--- config.mk ---
export PLATFORM = sky130hd
export DESIGN_NAME = issueint_pipe
export DESIGN_NICKNAME = d
export VERILOG_FILES = /design/src/rtl/issueint_pipe.sv
export SDC_FILE = /design/constraint.sdc
export NUM_CORES = 1
export LEC_CHECK = 0
export ABC_AREA = 1
export CAP_MARGIN = 0
export CORE_UTILIZATION = 53
export CTS_BUF_LIST = sky130_fd_sc_hd__clkbuf_16
export DETAILED_ROUTE_END_ITERATION = 8
export GPL_TIMING_DRIVEN = 1
export PLACE_DENSITY = 0.79
export SLEW_MARGIN = 20
export SYNTH_ARGS = -nofsm -noshare
export SYNTH_HDL_FRONTEND = slang
export SYNTH_SLANG_ARGS = --single-unit
export TNS_END_PERCENT = 50
--- constraint.sdc ---
create_clock -name clk -period 2 [get_ports clk]
set_input_delay 0.2 -clock clk [delete_from_list [all_inputs] [get_ports clk]]
set_output_delay 0.2 -clock clk [all_outputs]
set_load 0.02 [all_outputs]
--- src/rtl/issueint_pipe.sv ---
// Pipelined integer execute unit: ALU/branch-compare result over PIPE_STAGES.
// Optional shifter ops C/D/E enabled by ISSUEINT_PIPE_SHIFT_EN.
module issueint_pipe #(
   parameter int DATA_W      = 32,
   parameter int TAG_W       = 6,
   parameter int PIPE_STAGES = 2
) (
   input  logic              clk,
   input  logic              reset,
   input  logic              in_valid,
   output logic              in_ready,
   input  logic [3:0]        in_opcode,
   input  logic [DATA_W-1:0] in_rsdata,
   input  logic [DATA_W-1:0] in_rtdata,
   input  logic [TAG_W-1:0]  in_rdtag,
   input  logic              flush,
   output logic              out_valid,
   input  logic              out_ready,
   output logic [DATA_W-1:0] out_data,
   output logic [TAG_W-1:0]  out_rdtag,
   output logic              out_overflow,
   output logic              out_carryout,
   output logic              out_branch,
   output logic              out_branch_taken
);

   typedef struct packed {
      logic [DATA_W-1:0] data;
      logic [TAG_W-1:0]  tag;
      logic              ovf;
      logic              cout;
      logic              br;
      logic              taken;
   } res_t;

   res_t              res;
   res_t              stg [PIPE_STAGES];
   logic [PIPE_STAGES-1:0] vld;
   logic [PIPE_STAGES-1:0] adv;
   logic              empty_up;
   logic              load0;
   logic [DATA_W:0]   add_w;
   logic [DATA_W:0]   sub_w;
   logic              a_msb;
   logic              b_msb;
   logic              add_ovf;
   logic              sub_ovf;

   assign add_w = {1'b0, in_rsdata} + {1'b0, in_rtdata};
   assign sub_w = {1'b0, in_rsdata} + {1'b0, ~in_rtdata}
                + {{DATA_W{1'b0}}, 1'b1};
   assign a_msb = in_rsdata[DATA_W-1];
   assign b_msb = in_rtdata[DATA_W-1];
   assign add_ovf = (a_msb == b_msb) && (add_w[DATA_W-1] != a_msb);
   assign sub_ovf = (a_msb != b_msb) && (sub_w[DATA_W-1] != a_msb);

`ifdef ISSUEINT_PIPE_SHIFT_EN
   localparam int SH_W = $clog2(DATA_W);
   logic [SH_W-1:0] shamt;
   assign shamt = in_rsdata[SH_W-1:0];
`endif

   always_comb begin
      res     = '0;
      res.tag = in_rdtag;
      case (in_opcode)
         4'h0: begin
            res.data = add_w[DATA_W-1:0];
            res.cout = add_w[DATA_W];
            res.ovf  = add_ovf;
         end
         4'h1: begin
            res.data = add_w[DATA_W-1:0];
            res.cout = add_w[DATA_W];
         end
         4'h2: begin
            res.data = sub_w[DATA_W-1:0];
            res.cout = sub_w[DATA_W];
            res.ovf  = sub_ovf;
         end
         4'h3: begin
            res.data = sub_w[DATA_W-1:0];
            res.cout = sub_w[DATA_W];
         end
         4'h4: res.data = in_rsdata & in_rtdata;
         4'h5: res.data = in_rsdata | in_rtdata;
         4'h6: res.data = ~(in_rsdata | in_rtdata);
         4'h7: res.data = {{(DATA_W-1){1'b0}},
                           $signed(in_rsdata) < $signed(in_rtdata)};
         4'h8: res.data = {{(DATA_W-1){1'b0}}, in_rsdata < in_rtdata};
         4'h9: begin
            res.br    = 1'b1;
            res.taken = in_rsdata == in_rtdata;
         end
         4'hA: begin
            res.br    = 1'b1;
            res.taken = in_rsdata != in_rtdata;
         end
         4'hB: res.data = in_rsdata ^ in_rtdata;
`ifdef ISSUEINT_PIPE_SHIFT_EN
         4'hC: res.data = in_rtdata << shamt;
         4'hD: res.data = in_rtdata >> shamt;
         4'hE: res.data = $signed(in_rtdata) >>> shamt;
`else
         4'hC, 4'hD, 4'hE: res.data = '0;
`endif
         default: res.data = '0;
      endcase
   end

   // A stage may move on when out_ready is high or any stage below it is empty
   always_comb begin
      adv      = '0;
      empty_up = 1'b0;
      for (int k = PIPE_STAGES - 1; k >= 0; k--) begin
         adv[k]   = out_ready || empty_up;
         empty_up = empty_up || !vld[k];
      end
   end

   assign load0    = !vld[0] || adv[0];
   assign in_ready = !flush && load0;

   always_ff @(posedge clk) begin
      if (reset) begin
         vld <= '0;
         for (int k = 0; k < PIPE_STAGES; k++) stg[k] <= '0;
      end else if (flush) begin
         vld <= '0;
      end else begin
         if (load0) begin
            vld[0] <= in_valid;
            if (in_valid) stg[0] <= res;
         end
         for (int k = 1; k < PIPE_STAGES; k++) begin
            if (adv[k-1]) begin
               vld[k] <= vld[k-1];
               if (vld[k-1]) stg[k] <= stg[k-1];
            end
         end
      end
   end

   assign out_valid        = vld[PIPE_STAGES-1];
   assign out_data         = stg[PIPE_STAGES-1].data;
   assign out_rdtag        = stg[PIPE_STAGES-1].tag;
   assign out_overflow     = stg[PIPE_STAGES-1].ovf;
   assign out_carryout     = stg[PIPE_STAGES-1].cout;
   assign out_branch       = stg[PIPE_STAGES-1].br;
   assign out_branch_taken = stg[PIPE_STAGES-1].taken;

endmodule
# Word level (Yosys, flattened, before mapping)
# Memories as Yosys holds them, arrays and structs flattened.
# Cells that the tools add are included.
[op_classes]
n_mux = 18
reduce_logical = 12
bitwise_logic = 7
n_addsub = 3
n_lt_le_gt_ge = 2
n_eq_ne = 17
[ops]
columns = ["op", "count"]
rows = [
  ["32-bit one-hot mux with 8 select lines", 1],
  ["42-bit two-way mux", 2],
  ["32-bit by 32-bit adder with 33-bit output", 2],
  ["32-bit < comparator", 2],
  ["32-bit NOT", 2],
  ["33-bit by 1-bit adder with 33-bit output, second input constant", 1],
  ["32-bit bitwise AND", 1],
  ["32-bit == test", 1],
  ["32-bit inequality test", 1],
  ["32-bit bitwise OR", 1],
  ["32-bit bitwise XOR", 1],
  ["4-bit by 3-bit == test with 1-bit output, second input constant", 4],
  ["4-bit == test, second input constant", 4],
  ["1-bit two-way mux", 12],
  ["4-bit by 2-bit == test with 1-bit output, second input constant", 2],
  ["2-bit OR reduction", 3],
  ["4-bit by 1-bit == test with 1-bit output, second input constant", 1],
  ["4-bit zero test", 1],
  ["1-bit one-hot mux with 2 select lines", 2],
  ["2-bit one-hot mux with 2 select lines", 1],
  ["1-bit logical AND", 3],
  ["1-bit zero test", 3],
  ["1-bit inequality test", 3],
  ["1-bit logical OR", 2],
  ["other kinds (2)", 3],
]
[totals]
out_inout_bits = 44
inputBits = 79
n_memories = 1
mem_bits_rw = 84
ff_bits = 2
wordCells = 62
[mem_list]
columns = ["name", "depth", "width", "read_ports", "rd_ports_with_merged_regs", "wr", "line_no", "text"]
rows = [
  ["stg", 2, 42, 2, 0, 2, "37", "res_t stg [PIPE_STAGES];"],
]

# Longest topological paths before layout
# Gate-level depths: netlist of the first run.
[logic_depth]
ltp_word = 8
mapped_depth = 17
depth_no_buf = 16

# Worst setup path before layout of the first run
# OpenSTA, ideal clock, no wires.
[synth_path]
path_type = "register to register"
start = "register vld[1]"
end = "memory stg[0][0] (netlist name), enable pin"
t_required_ps = 1456
arrival_ps = 1481
setup_ps = 544
synth_period_minus_slack_ps = 2025
path_slack_ps = -25
path_stages_with_launch = 6
n_path_buf = 0
cell_sequence = "dfxtp_1 > inv_1 > nor2_1 > nand2_1 > nand3_1 > nand2_1"
[synth_lines]
columns = ["item", "line_no", "text"]
rows = [
  ["start: declaration", "38", "logic [PIPE_STAGES-1:0] vld;"],
  ["start signal: indexed assignment", "137", "vld[k] <= vld[k-1];"],
  ["end: declaration", "37", ""],
]

==> results of run 1 <==
where the power goes:
group | total [mW] | internal (mW) | switching, mW | leakage, nW
clock | 1.60 | 0.846 | 0.757 | 0.130
combinational | 3.68 | 1.56 | 2.12 | 7.24
sequential | 2.13 | 2.09 | 0.0391 | 0.889
total | 7.41 | 4.49 | 2.92 | 8.26
area by class of cell:
cell class	instances	share of cell area [%]
Clock buffer	9	1.414
Clock inverter	7	0.3064
Inverter	373	8.806
Multi-Input combinational cell	1112	47.49
Sequential cell	86	16.09
Tap cell	260	2.042
Timing Repair Buffer	456	23.86
final timing paths:
check                                           endpoint  slack, ns                start
worst max register to register  stg[0][70]$_SDFFCE_PN0P_       0.04  vld[1]$_SDFFE_PP0P_
worst max-delay path            stg[0][31]$_SDFFCE_PN0P_      -0.07         in_opcode[1]
worst min-delay path             stg[0][6]$_SDFFCE_PN0P_       0.51          in_rdtag[2]
worst min register to register       vld[1]$_SDFFE_PP0P_       0.55  vld[0]$_SDFFE_PP0N_
metrics by stage:
stage | cell area [um2] | TNS [ns] | setup slack (ns) | utilization, % | total power [mW]
4_1_cts | 15290 | 0 | 0.0004676 | 80.66 | 6.964
3_3_place_gp | 13680 | -21.75 | -1.211 | 72.16 | 4.877
3_5_place_dp | 13680 | -23.12 | -1.119 | 72.16 | 4.937
6_report | 15930 | -0.2388 | -0.07083 | 84.03 | 7.414
5_1_grt | 15930 | -1.014 | -0.1150 | 84.03 | 7.674
2_1_floorplan | 10410 | 0 | 0.03293 | - | 3.621
metal layers:
metal | vias up | GRT usage [%]
met4 | 0 | 17.88
li1 | 5845 | -
met1 | 5866 | 49.10
met5 | - | 0
met3 | 228 | 7.840
met2 | 947 | 68.52
kinds of logic after synthesis:
family,count (synthesis),synth area share (%)
xor gates and xnor gates,2,0.1683
adders and majority gates,108,13.13
AOI/OAI and AO/OA,183,10.60
buffers and inverters,459,19.18
and+or+nand+nor,819,32.30
DFF,86,24.62
worst min-delay path, delay by kind of cell:
| family | cells | cell delay [ns] |
|---|---|---|
| buffers and inverters | 2 | 0.45 |
| and+or+nand+nor | 1 | 0.04 |
cells in the mapped netlist (all sizes together):
cell    number  area, um2
dfxtp        2      40.04
and3b        1      8.760
clkbuf      10      40.04
fa           2      40.04
and2         5      31.28
ha         106       1326
nand4        4      25.02
edfxtp      84       2522
nor4         4      40.04
and3         2      12.51
o211ai       5      37.54
xor2         2      17.52
o22ai       13      81.33
nand2      487       1863
o31ai        1      7.510
nor3        14      85.08
clkinv       1      3.750
buf         76      555.5
nand3       92      475.5
or2          2      12.52
o221ai       5      43.79
nand3b       2      15.01
a221oi      23      201.4
a31oi        6      37.54
a21oi       67      350.3
a32oi        1      8.760
inv        372       1396
nor2       206      793.3
o21bai       6      45.04
o21ai       54      270.3
a211oi       2      20.02
flip-flops by register name (all words and copies together), names as in the netlist:
register  flops
vld           2
stg          84
layout by cell type, fill, tap and decap left out, types with 13 or more instances in the layout:
master / count
nand2_1: 355
buf_4: 308
inv_1: 274
nor2_1: 133
nand2_2: 106
inv_2: 99
edfxtp_1: 84
nand3_1: 68
ha_1: 63
clkdlybuf4s50_1: 56
nor2_2: 41
o21ai_0: 40
ha_4: 35
a21oi_1: 33
nor2_4: 32
a21oi_2: 26
nand2_4: 25
dlygate4sd2_1: 22
nand3_2: 20
buf_6: 19
clkdlybuf4s15_1: 18
clkbuf_2: 18
a221oi_1: 13
o22ai_1: 13
what timing repair did:
action,4_1_cts,5_1_grt
buffers inserted,28,12
setup endpoints to repair,32,33
gates resized for setup,418,238
pin swaps,112,105
gates cloned,0,0
==> impl_metrics.env, run 1 <==
export IMPL_routed_wl_um=43870
export IMPL_worst_pin_slew_ns=0.5044
export IMPL_die_y_um=142.1
export IMPL_slowest_stage="clkdlybuf4s50_1"
export IMPL_cts_tree="built"
export IMPL_synth_fp_nets=1844
export IMPL_cts_buffer_depth=2
export IMPL_crit_path_end_kind="flop"
export IMPL_stdcell_count=2303
export IMPL_whs_path_depth=3
export IMPL_critPathKind="in -> reg"
export IMPL_syn_area_mm2=0.01041
export IMPL_worstHoldPathType="in -> reg"
export IMPL_ys_seq_area_share_pct=24.62
export IMPL_route_met3_wl_um=4590
export IMPL_vias=12890
export IMPL_die_area_mm2=0.02020
export IMPL_powerDensity_mw_per_mm2=465.5
export IMPL_ioPinCount=123
export IMPL_clock_sinks=86
export IMPL_numCtsBuffers=9
export IMPL_cp_max_fo=14
export IMPL_required_ns=2.08
export IMPL_ys_types=45
export IMPL_rsz0062_at_grt="true"
export IMPL_drv_slew=0
export IMPL_avgRoutedWirePerCell_um=19.05
export IMPL_max_freq_mhz=482.9
export IMPL_highest_layer="met4"
export IMPL_grt_pass1_vias=11990
export IMPL_cp_cell_sequence="clkdlybuf4s50_1 > buf_4 > nor2_1 > nand2_2 > buf_6 > o22ai_1 > a221oi_2 > nand2_1 > nor2_1 > buf_4 > nor2_1"
export IMPL_antenna_left=0
export IMPL_finalSetupViolCount=7
export IMPL_ys_ff_latch=86
export IMPL_drive_gt1_share_pct=39.79
export IMPL_drcViolationCount=0
export IMPL_place_congestion=1.008
export IMPL_critPathMaxStageDelay_ns=0.52
export IMPL_dp_cells=2250
export IMPL_startpoint_type="input port"
export IMPL_antenna_cells=0
export IMPL_hold_violations=0
export IMPL_cp_num_cells=11
export IMPL_cp_num_buf_inv=4
export IMPL_nFillCells=1160
export IMPL_io_buffers=122
export IMPL_multi_input_area_mm2=0.007564
export IMPL_overflow=0
export IMPL_rows=50
export IMPL_seq_area_mm2=0.002562
export IMPL_drv_cap=0
export IMPL_grt_util_all_layers_pct=40.23
export IMPL_p_leak_nw=8.255
export IMPL_hold_buffers=0
export IMPL_first_pass_iters=9
export IMPL_grt_max_degree=55
export IMPL_fin_crit_ns=2.071
export IMPL_htreeDepth=3
export IMPL_irDropWorstVdd_v=0.0004428
export IMPL_wl_met2_um=20110
export IMPL_clk_pin_slew_ns=0.07
export IMPL_fin_worst_hold_slack_ns=0.5129
export IMPL_skew_ns=0.01412
export IMPL_ys_warnings_count=0
export IMPL_violations="negative setup slack"
export IMPL_drt_initial_drc_count=1236
export IMPL_start_util_pct=54.90
export IMPL_grt_pass1_wl_um=61820
export IMPL_slew_headroom_pct=66.32
export IMPL_area_growth_pct=53.04
export IMPL_wl_met1_um=16480
export IMPL_place_hpwl_um=30460
export IMPL_period_share_pct=103.5
export IMPL_netlist_instances=1657
export IMPL_viasPerCell=5.595
export IMPL_clk_root_buffer_cell="clkbuf_16"
export IMPL_status="complete, but fails checks"
export IMPL_antenna_found_initial=0
export IMPL_fin_nets=2225
export IMPL_crit_family="buffers and inverters"
export IMPL_synth_avg_cell_area_um2=6.281
export IMPL_crit_top_cell="nor2_1"
export IMPL_core_area_mm2=0.01896
export IMPL_clock_latency_ns=0.34
export IMPL_setup_ws_ns=-0.07083
export IMPL_reg2regPathDepth=8
export IMPL_arrival_ns=2.16
export IMPL_die_w_um=142.1
(Power assumes the default switching activity.)
==> run 2, diff against run 1 <==
--- a/config.mk
+++ b/config.mk
@@ -7,10 +7,12 @@
 export LEC_CHECK = 0
 export ABC_AREA = 1
 export CAP_MARGIN = 0
+export CORE_ASPECT_RATIO = 0.6
 export CORE_UTILIZATION = 53
 export CTS_BUF_LIST = sky130_fd_sc_hd__clkbuf_16
 export DETAILED_ROUTE_END_ITERATION = 8
 export GPL_TIMING_DRIVEN = 1
+export HOLD_SLACK_MARGIN = 0.15
 export PLACE_DENSITY = 0.79
 export SLEW_MARGIN = 20
 export SYNTH_ARGS = -nofsm -noshare
==> run 2 against run 1 <==
The flow finishes with violations (design-rule violations, negative setup slack). Utilization shrank 1.3 points. Sequential power is essentially flat. Cell area shrank 0.71%. Worst hold slack lost 0.073 ns. Combinational power grew 1%. Non-clock buffer count shrank 12. Critical endpoint is now stg[0][26]$_SDFFCE_PN0P_. Largest cell class unchanged.
==> impl_metrics.env, run 2 (same netlist as run 1, synthesis figures left out) <==
export IMPL_status="complete, but fails checks"
export IMPL_area_growth_pct=51.96
export IMPL_hold_buffers=0
export IMPL_finalSetupViolCount=5
export IMPL_die_w_um=182.9
export IMPL_worst_pin_slew_ns=0.4398
export IMPL_startpoint_type="input port"
export IMPL_max_freq_mhz=482.5
export IMPL_io_buffers=122
export IMPL_start_util_pct=54.41
export IMPL_required_ns=2.11
export IMPL_r2r_start="vld[1]$_SDFFE_PP0P_"
export IMPL_grt_pass1_wl_um=66750
export IMPL_rows=39
export IMPL_vias=13110
export IMPL_p_leak_nw=8.234
export IMPL_die_area_mm2=0.02022
export IMPL_ioPinCount=123
export IMPL_cp_max_fo=11
export IMPL_mostFrequentLayoutCell="nand2_1"
export IMPL_die_y_um=110.5
export IMPL_grt_max_degree=43
export IMPL_antenna_left=0
export IMPL_reg_largest_list="stg: 84 flops, vld: 2 flops"
export IMPL_crit_path_end_kind="flop"
export IMPL_violations="design-rule violations, negative setup slack"
export IMPL_slowest_stage="clkdlybuf4s50_1"
export IMPL_cts_tree="built"
export IMPL_antenna_found_initial=1
export IMPL_worstHoldPathType="in -> reg"
export IMPL_numCtsBuffers=9
export IMPL_avgRoutedWirePerCell_um=20.18
export IMPL_drcViolationCount=1
export IMPL_drv_cap=0
export IMPL_hold_violations=0
export IMPL_cts_buffer_depth=2
export IMPL_first_pass_iters=9
export IMPL_clk_pin_slew_ns=0.08
export IMPL_overflow=0
export IMPL_cp_cell_sequence="clkdlybuf4s50_1 > inv_1 > nand2_2 > nor2_2 > inv_1 > buf_12 > o21ai_0 > a221oi_2 > buf_4 > o21ai_1 > nor2_1 > nor2_1"
export IMPL_clk_root_buffer_cell="clkbuf_16"
export IMPL_irDropWorstVdd_v=0.0004272
export IMPL_drt_initial_drc_count=2012
export IMPL_largest_register_ffs=84
export IMPL_finalInstanceArea_mm2=0.01582
export IMPL_critPathMaxStageDelay_ns=0.53
export IMPL_core_area_mm2=0.01913
export IMPL_drive_gt1_share_pct=37.76
export IMPL_post_dp_cell_area_mm2=0.01373
export IMPL_critPathKind="in -> reg"
export IMPL_fin_crit_ns=2.073
export IMPL_hp_start="in_valid"
export IMPL_final_cell_mix="nand2_1 (367), buf_4 (290), inv_1 (285)"
export IMPL_place_hpwl_um=33580
export IMPL_r2r_slack_ns=0.20
export IMPL_setup_ws_ns=-0.07261
export IMPL_routed_wl_um=46360
export IMPL_fin_worst_hold_slack_ns=0.4395
export IMPL_slew_headroom_pct=70.37
export IMPL_viasPerCell=5.707
export IMPL_grt_util_all_layers_pct=43.52
export IMPL_skew_ns=0.01344
export IMPL_clock_latency_ns=0.37
export IMPL_period_share_pct=103.6
export IMPL_powerDensity_mw_per_mm2=477.6
export IMPL_critPathLaunch="in_opcode[1]"
export IMPL_fin_nets=2213
export IMPL_largest_register="stg"
export IMPL_final_core_util_pct=82.68
export IMPL_rsz0062_at_grt="true"
export IMPL_place_congestion=0.9987
export IMPL_antenna_cells=0
export IMPL_fin_setup_tns_ns=-0.1289
export IMPL_grt_pass1_vias=12290
export IMPL_htreeDepth=3
export IMPL_arrival_ns=2.18
export IMPL_power_mw=7.553
export IMPL_drv_slew=0
export IMPL_clock_sinks=86
## run 2: power by group
part           internal (mW)  switching (mW)  total (mW)
sequential              2.09          0.0450        2.13
clock                  0.847           0.855        1.70
combinational           1.54            2.18        3.72
total                   4.48            3.08        7.55
## run 2: area by class of cell
| cell class | instances | area [um2] |
|---|---|---|
| Clock inverter | 7 | 48.80 |
| Sequential cell | 86 | 2562 |
| Timing Repair Buffer | 444 | 3779 |
| Fill cell | 1193 | 3313 |
| Multi-Input combinational cell | 1112 | 7462 |
| Tap cell | 266 | 332.8 |
| Inverter | 373 | 1405 |
| Clock buffer | 9 | 225.2 |
## run 2: final timing paths
kind / to / cells past startpoint
max: stg[0][26]$_SDFFCE_PN0P_ / 12
min: vld[0]$_SDFFE_PP0N_ / 3
max reg2reg: stg[0][0]$_SDFFCE_PN0P_ / 8
min reg2reg: vld[1]$_SDFFE_PP0P_ / 2
## run 2: routing by layer
metal	vias up	share of wire (%)	global-route usage, %
met1	5981	39	59.56
li1	5823	-	-
met2	1075	41	64.40
met4	0	4.6	14.50
met3	231	16	13.98
met5	-	0	0
## run 2: what timing repair did
action                                  in CTS  in global routing
endpoints found under the setup margin      31                 31
setup buffers                               14                 11
resized for setup                          415                191
pin swaps                                   98                 64
## run 2: worst max-delay path, delay by kind of cell
family                 cells  cell delay, ns
buffers and inverters      5            1.13
AND/OR/NAND/NOR            4            0.40
AO/OA/AOI/OAI              3            0.46
## run 2: through the flow
stage | setup WS, ns | instances
final | -0.07261 | 2297
after global routing | -0.08454 | 2297
after CTS | 0.001588 | 2286
after detailed placement | -0.9084 | 2257
after global placement | -0.8561 | 2257
after floorplan | 0.03293 | 1657
==> run 3, diff against run 2 <==
==> constraint.sdc (replaced) <==
create_clock -name clk -period 2 [get_ports clk]
set_input_delay 0.4 -clock clk [delete_from_list [all_inputs] [get_ports clk]]
set_output_delay 0.4 -clock clk [all_outputs]
set_load 0.02 [all_outputs]
==> run 3 against run 2 <==
The run now fails in global routing (5_1_grt). Area after synthesis unchanged. Synthesized cell count unchanged.
==> impl_metrics.env, run 3 <==
export IMPL_synth_avg_cell_area_um2=6.281
export IMPL_ys_seq_area_share_pct=24.62
export IMPL_start_util_pct=54.41
export IMPL_die_y_um=110.5
export IMPL_pre_cts_ws_ns=-1.210
export IMPL_synthTopCellsByArea="edfxtp_1 (24%), nand2_1 (17%), inv_1 (13%), ha_1 (13%), nor2_1 (7.1%)"
export IMPL_grt_util_all_layers_pct=84.80
export IMPL_stop_error="[ERROR GRT-0232] Routing congestion too high. Check the congestion heatmap in the GUI."
export IMPL_die_w_um=182.9
export IMPL_grt_max_degree=36
export IMPL_ys_types=45
export IMPL_synth_top_area_share_pct=24.24
export IMPL_synth_most_common_cell="nand2_1"
export IMPL_synthTopCellsByCount="nand2_1 (473), inv_1 (361), nor2_1 (198)"
export IMPL_worstEndpointGrtRepair="stg[0][31]$_SDFFCE_PN0P_/D"
export IMPL_place_congestion=1.011
export IMPL_ys_warnings_count=0
export IMPL_synth_edf_count=84
export IMPL_antenna_found_initial=8
export IMPL_cts_buffer_depth=2
export IMPL_synth_ff_type="edfxtp_1"
export IMPL_syn_area_mm2=0.01041
export IMPL_netlist_instances=1657
export IMPL_status="did not finish"
export IMPL_haltStage="global routing (5_1_grt)"
export IMPL_overflow=145
export IMPL_post_dp_cell_area_mm2=0.01376
export IMPL_dp_cells=2249
export IMPL_io_buffers=122
export IMPL_ioPinCount=123
export IMPL_clk_root_buffer_cell="clkbuf_16"
export IMPL_synth_fp_nets=1844
export IMPL_ys_ff_latch=86
export IMPL_post_synth_top_area_cell="edfxtp_1"
export IMPL_worstEndpointType="sequential cell input"
export IMPL_place_hpwl_um=34980
export IMPL_numCtsBuffers=9
export IMPL_htreeDepth=3
export IMPL_clock_sinks=86
export IMPL_hold_buffers=0
export IMPL_rows=39
export IMPL_synth_async_reset_ratio_pct=0
[run 3: timing repair]
item	4_1_cts
pin swaps	175
gates resized for setup	706
cloned	0
setup endpoints to repair	35
buffers inserted	44
[run 3: cell families after synthesis]
group | count (synthesis) | share of synthesized area, %
buffers and inverters | 459 | 19.18
AOI/OAI and AO/OA | 183 | 10.60
and+or+nand+nor | 819 | 32.30
adders and majority gates | 108 | 13.13
DFF | 86 | 24.62
xor gates and xnor gates | 2 | 0.1683
[run 3: metrics by stage]
stage	TNS [ns]	hold slack, ns	utilization [%]
after floorplan	-1.129	0.4636	-
after global placement	-29.34	0.4969	71.92
after CTS	-0.1355	0.5289	84.07
after detailed placement	-32.68	0.5215	71.92
[run 3: metal layers]
layer,GRT usage (%),GRT overflow
met1,87.29,7
met2,95.47,67
met3,75.13,11
met4,76.89,59
met5,59.00,1
==> run 4, diff against run 3 <==
--- a/config.mk
+++ b/config.mk
@@ -7,13 +7,10 @@
 export LEC_CHECK = 0
 export ABC_AREA = 1
 export CAP_MARGIN = 0
-export CORE_ASPECT_RATIO = 0.6
-export CORE_UTILIZATION = 53
-export CTS_BUF_LIST = sky130_fd_sc_hd__clkbuf_16
+export CORE_UTILIZATION = 40
 export DETAILED_ROUTE_END_ITERATION = 8
 export GPL_TIMING_DRIVEN = 1
-export HOLD_SLACK_MARGIN = 0.15
-export PLACE_DENSITY = 0.79
+export PLACE_DENSITY_LB_ADDON = 0.15
 export SLEW_MARGIN = 20
 export SYNTH_ARGS = -nofsm -noshare
 export SYNTH_HDL_FRONTEND = slang
==> constraint.sdc (replaced) <==
create_clock -name clk -period 2.6 [get_ports clk]
set_input_delay 0.52 -clock clk [delete_from_list [all_inputs] [get_ports clk]]
set_output_delay 0.52 -clock clk [all_outputs]
set_load 0.02 [all_outputs]
==> run 4 against run 3 <==
The flow now finishes without violations.
==> impl_metrics.env, run 4 (same netlist as run 1, synthesis figures left out) <==
export IMPL_antenna_left=0
export IMPL_io_buffers=122
export IMPL_reg_largest_list="stg: 84 flops, vld: 2 flops"
export IMPL_area_growth_pct=48.77
export IMPL_grt_pass1_wl_um=57580
export IMPL_cts_buffer_depth=2
export IMPL_drv_cap=0
export IMPL_grt_util_all_layers_pct=28.62
export IMPL_crit_top_cell="nor2_1"
export IMPL_crit_path_end_kind="flop"
export IMPL_skew_ns=0.02185
export IMPL_clock_latency_ns=0.35
export IMPL_rsz0062_at_grt="true"
export IMPL_drv_slew=0
export IMPL_ioPinCount=123
export IMPL_max_freq_mhz=388.0
export IMPL_first_pass_iters=5
export IMPL_clk_root_buffer_cell="clkbuf_16"
export IMPL_clock_sinks=86
export IMPL_place_hpwl_um=31230
export IMPL_drcViolationCount=0
export IMPL_place_congestion=0.9321
export IMPL_worstHoldPathType="reg -> reg"
export IMPL_slew_headroom_pct=64.43
export IMPL_drive_gt1_share_pct=31.09
export IMPL_post_dp_cell_area_mm2=0.01385
export IMPL_status="finished clean"
export IMPL_antenna_cells=0
export IMPL_clk_pin_slew_ns=0.08
export IMPL_die_y_um=163.3
export IMPL_irDropWorstVdd_v=0.0004047
export IMPL_p_leak_nw=8.139
export IMPL_finalSetupViolCount=0
export IMPL_vias=11500
export IMPL_critPathMaxStageDelay_ns=0.50
export IMPL_hold_violations=0
export IMPL_cts_tree="built"
export IMPL_largest_register="stg"
export IMPL_grt_pass1_vias=10520
export IMPL_required_ns=2.70
export IMPL_fin_nets=2205
export IMPL_drt_initial_drc_count=871
export IMPL_die_w_um=163.3
export IMPL_fin_setup_tns_ns=0
export IMPL_antenna_found_initial=1
export IMPL_die_area_mm2=0.02667
export IMPL_routed_wl_um=38430
export IMPL_core_area_mm2=0.02533
export IMPL_overflow=0
export IMPL_start_util_pct=41.09
export IMPL_final_cell_mix="nand2_1 (399), inv_1 (319), buf_4 (296)"
export IMPL_hold_buffers=0
export IMPL_rows=58
export IMPL_mostFrequentLayoutCell="nand2_1"
export IMPL_cp_cell_sequence="clkdlybuf4s50_1 > inv_1 > ha_4 > nor2_2 > inv_2 > nor2_4 > inv_1 > nor2_4 > nand3_2 > a21oi_1 > nor2_1 > nor2_1 > buf_4 > nor2_1"
export IMPL_fin_crit_ns=2.577
export IMPL_worst_pin_slew_ns=0.5328
export IMPL_largest_register_ffs=84
export IMPL_startpoint_type="input port"
export IMPL_powerDensity_mw_per_mm2=354.1
export IMPL_critPathKind="in -> reg"
export IMPL_cp_max_fo=9
export IMPL_pre_cts_ws_ns=-0.8118
export IMPL_grt_max_degree=43
export IMPL_arrival_ns=2.68
export IMPL_power_mw=5.482
export IMPL_period_share_pct=99.13
export IMPL_finalInstanceArea_mm2=0.01548
export IMPL_slowest_stage="clkdlybuf4s50_1"
export IMPL_setup_ws_ns=0.02264
export IMPL_htreeDepth=3
export IMPL_viasPerCell=4.885
export IMPL_numCtsBuffers=9
export IMPL_avgRoutedWirePerCell_um=16.33
-- run 4: layout make-up --
type                            instances  area (um2)
Clock buffer                            9       225.2
Clock inverter                          7       53.80
Fill cell                            2458        9843
Inverter                              373        1400
Multi-Input combinational cell       1112        7042
Sequential cell                        86        2562
Tap cell                              330       412.9
Timing Repair Buffer                  436        3787
-- run 4: final timing paths --
kind / end / slack [ns] / from / depth (start not counted)
max: stg[0][35]$_SDFFCE_PN0P_ / 0.02 / in_rtdata[17] / 14
min: vld[1]$_SDFFE_PP0P_ / 0.52 / vld[0]$_SDFFE_PP0N_ / 2
max reg2reg: stg[0][26]$_SDFFCE_PN0P_ / 0.91 / vld[1]$_SDFFE_PP0P_ / 8
min reg2reg: vld[1]$_SDFFE_PP0P_ / 0.52 / vld[0]$_SDFFE_PP0N_ / 2
-- run 4: stage by stage --
| step | instances | hold WS [ns] | util, % |
|---|---|---|---|
| floorplan | 1657 | 0.4636 | - |
| global placement | 2327 | 0.4786 | 54.67 |
| detailed placement | 2327 | 0.5009 | 54.67 |
| CTS | 2344 | 0.5213 | 57.53 |
| global route | 2353 | 0.5646 | 61.14 |
| finish | 2353 | 0.5172 | 61.14 |
-- run 4: worst max-delay path: cells and delay by family --
kind	cells	cell delay [ns]
compound gates	1	0.18
simple gates	7	0.78
buf+inv	5	0.89
fa+ha+maj	1	0.30
-- run 4: repair_timing --
item,in CTS,in global routing
pin swaps,9,58
resized for setup,108,255
setup buffers,1,10
setup endpoints to repair,26,30
-- run 4: where the power goes --
| part | internal, mW | switching (mW) | total (mW) |
|---|---|---|---|
| logic | 1.14 | 1.45 | 2.59 |
| clock network | 0.661 | 0.605 | 1.27 |
| registers | 1.61 | 0.0232 | 1.63 |
-- run 4: routing by layer --
layer / global-route usage [%] / part of all wire [%]
met1: 40.65 / 47
met2: 45.44 / 44
met3: 3.225 / 6.0
met4: 7.901 / 2.5
met5: 0 / 0
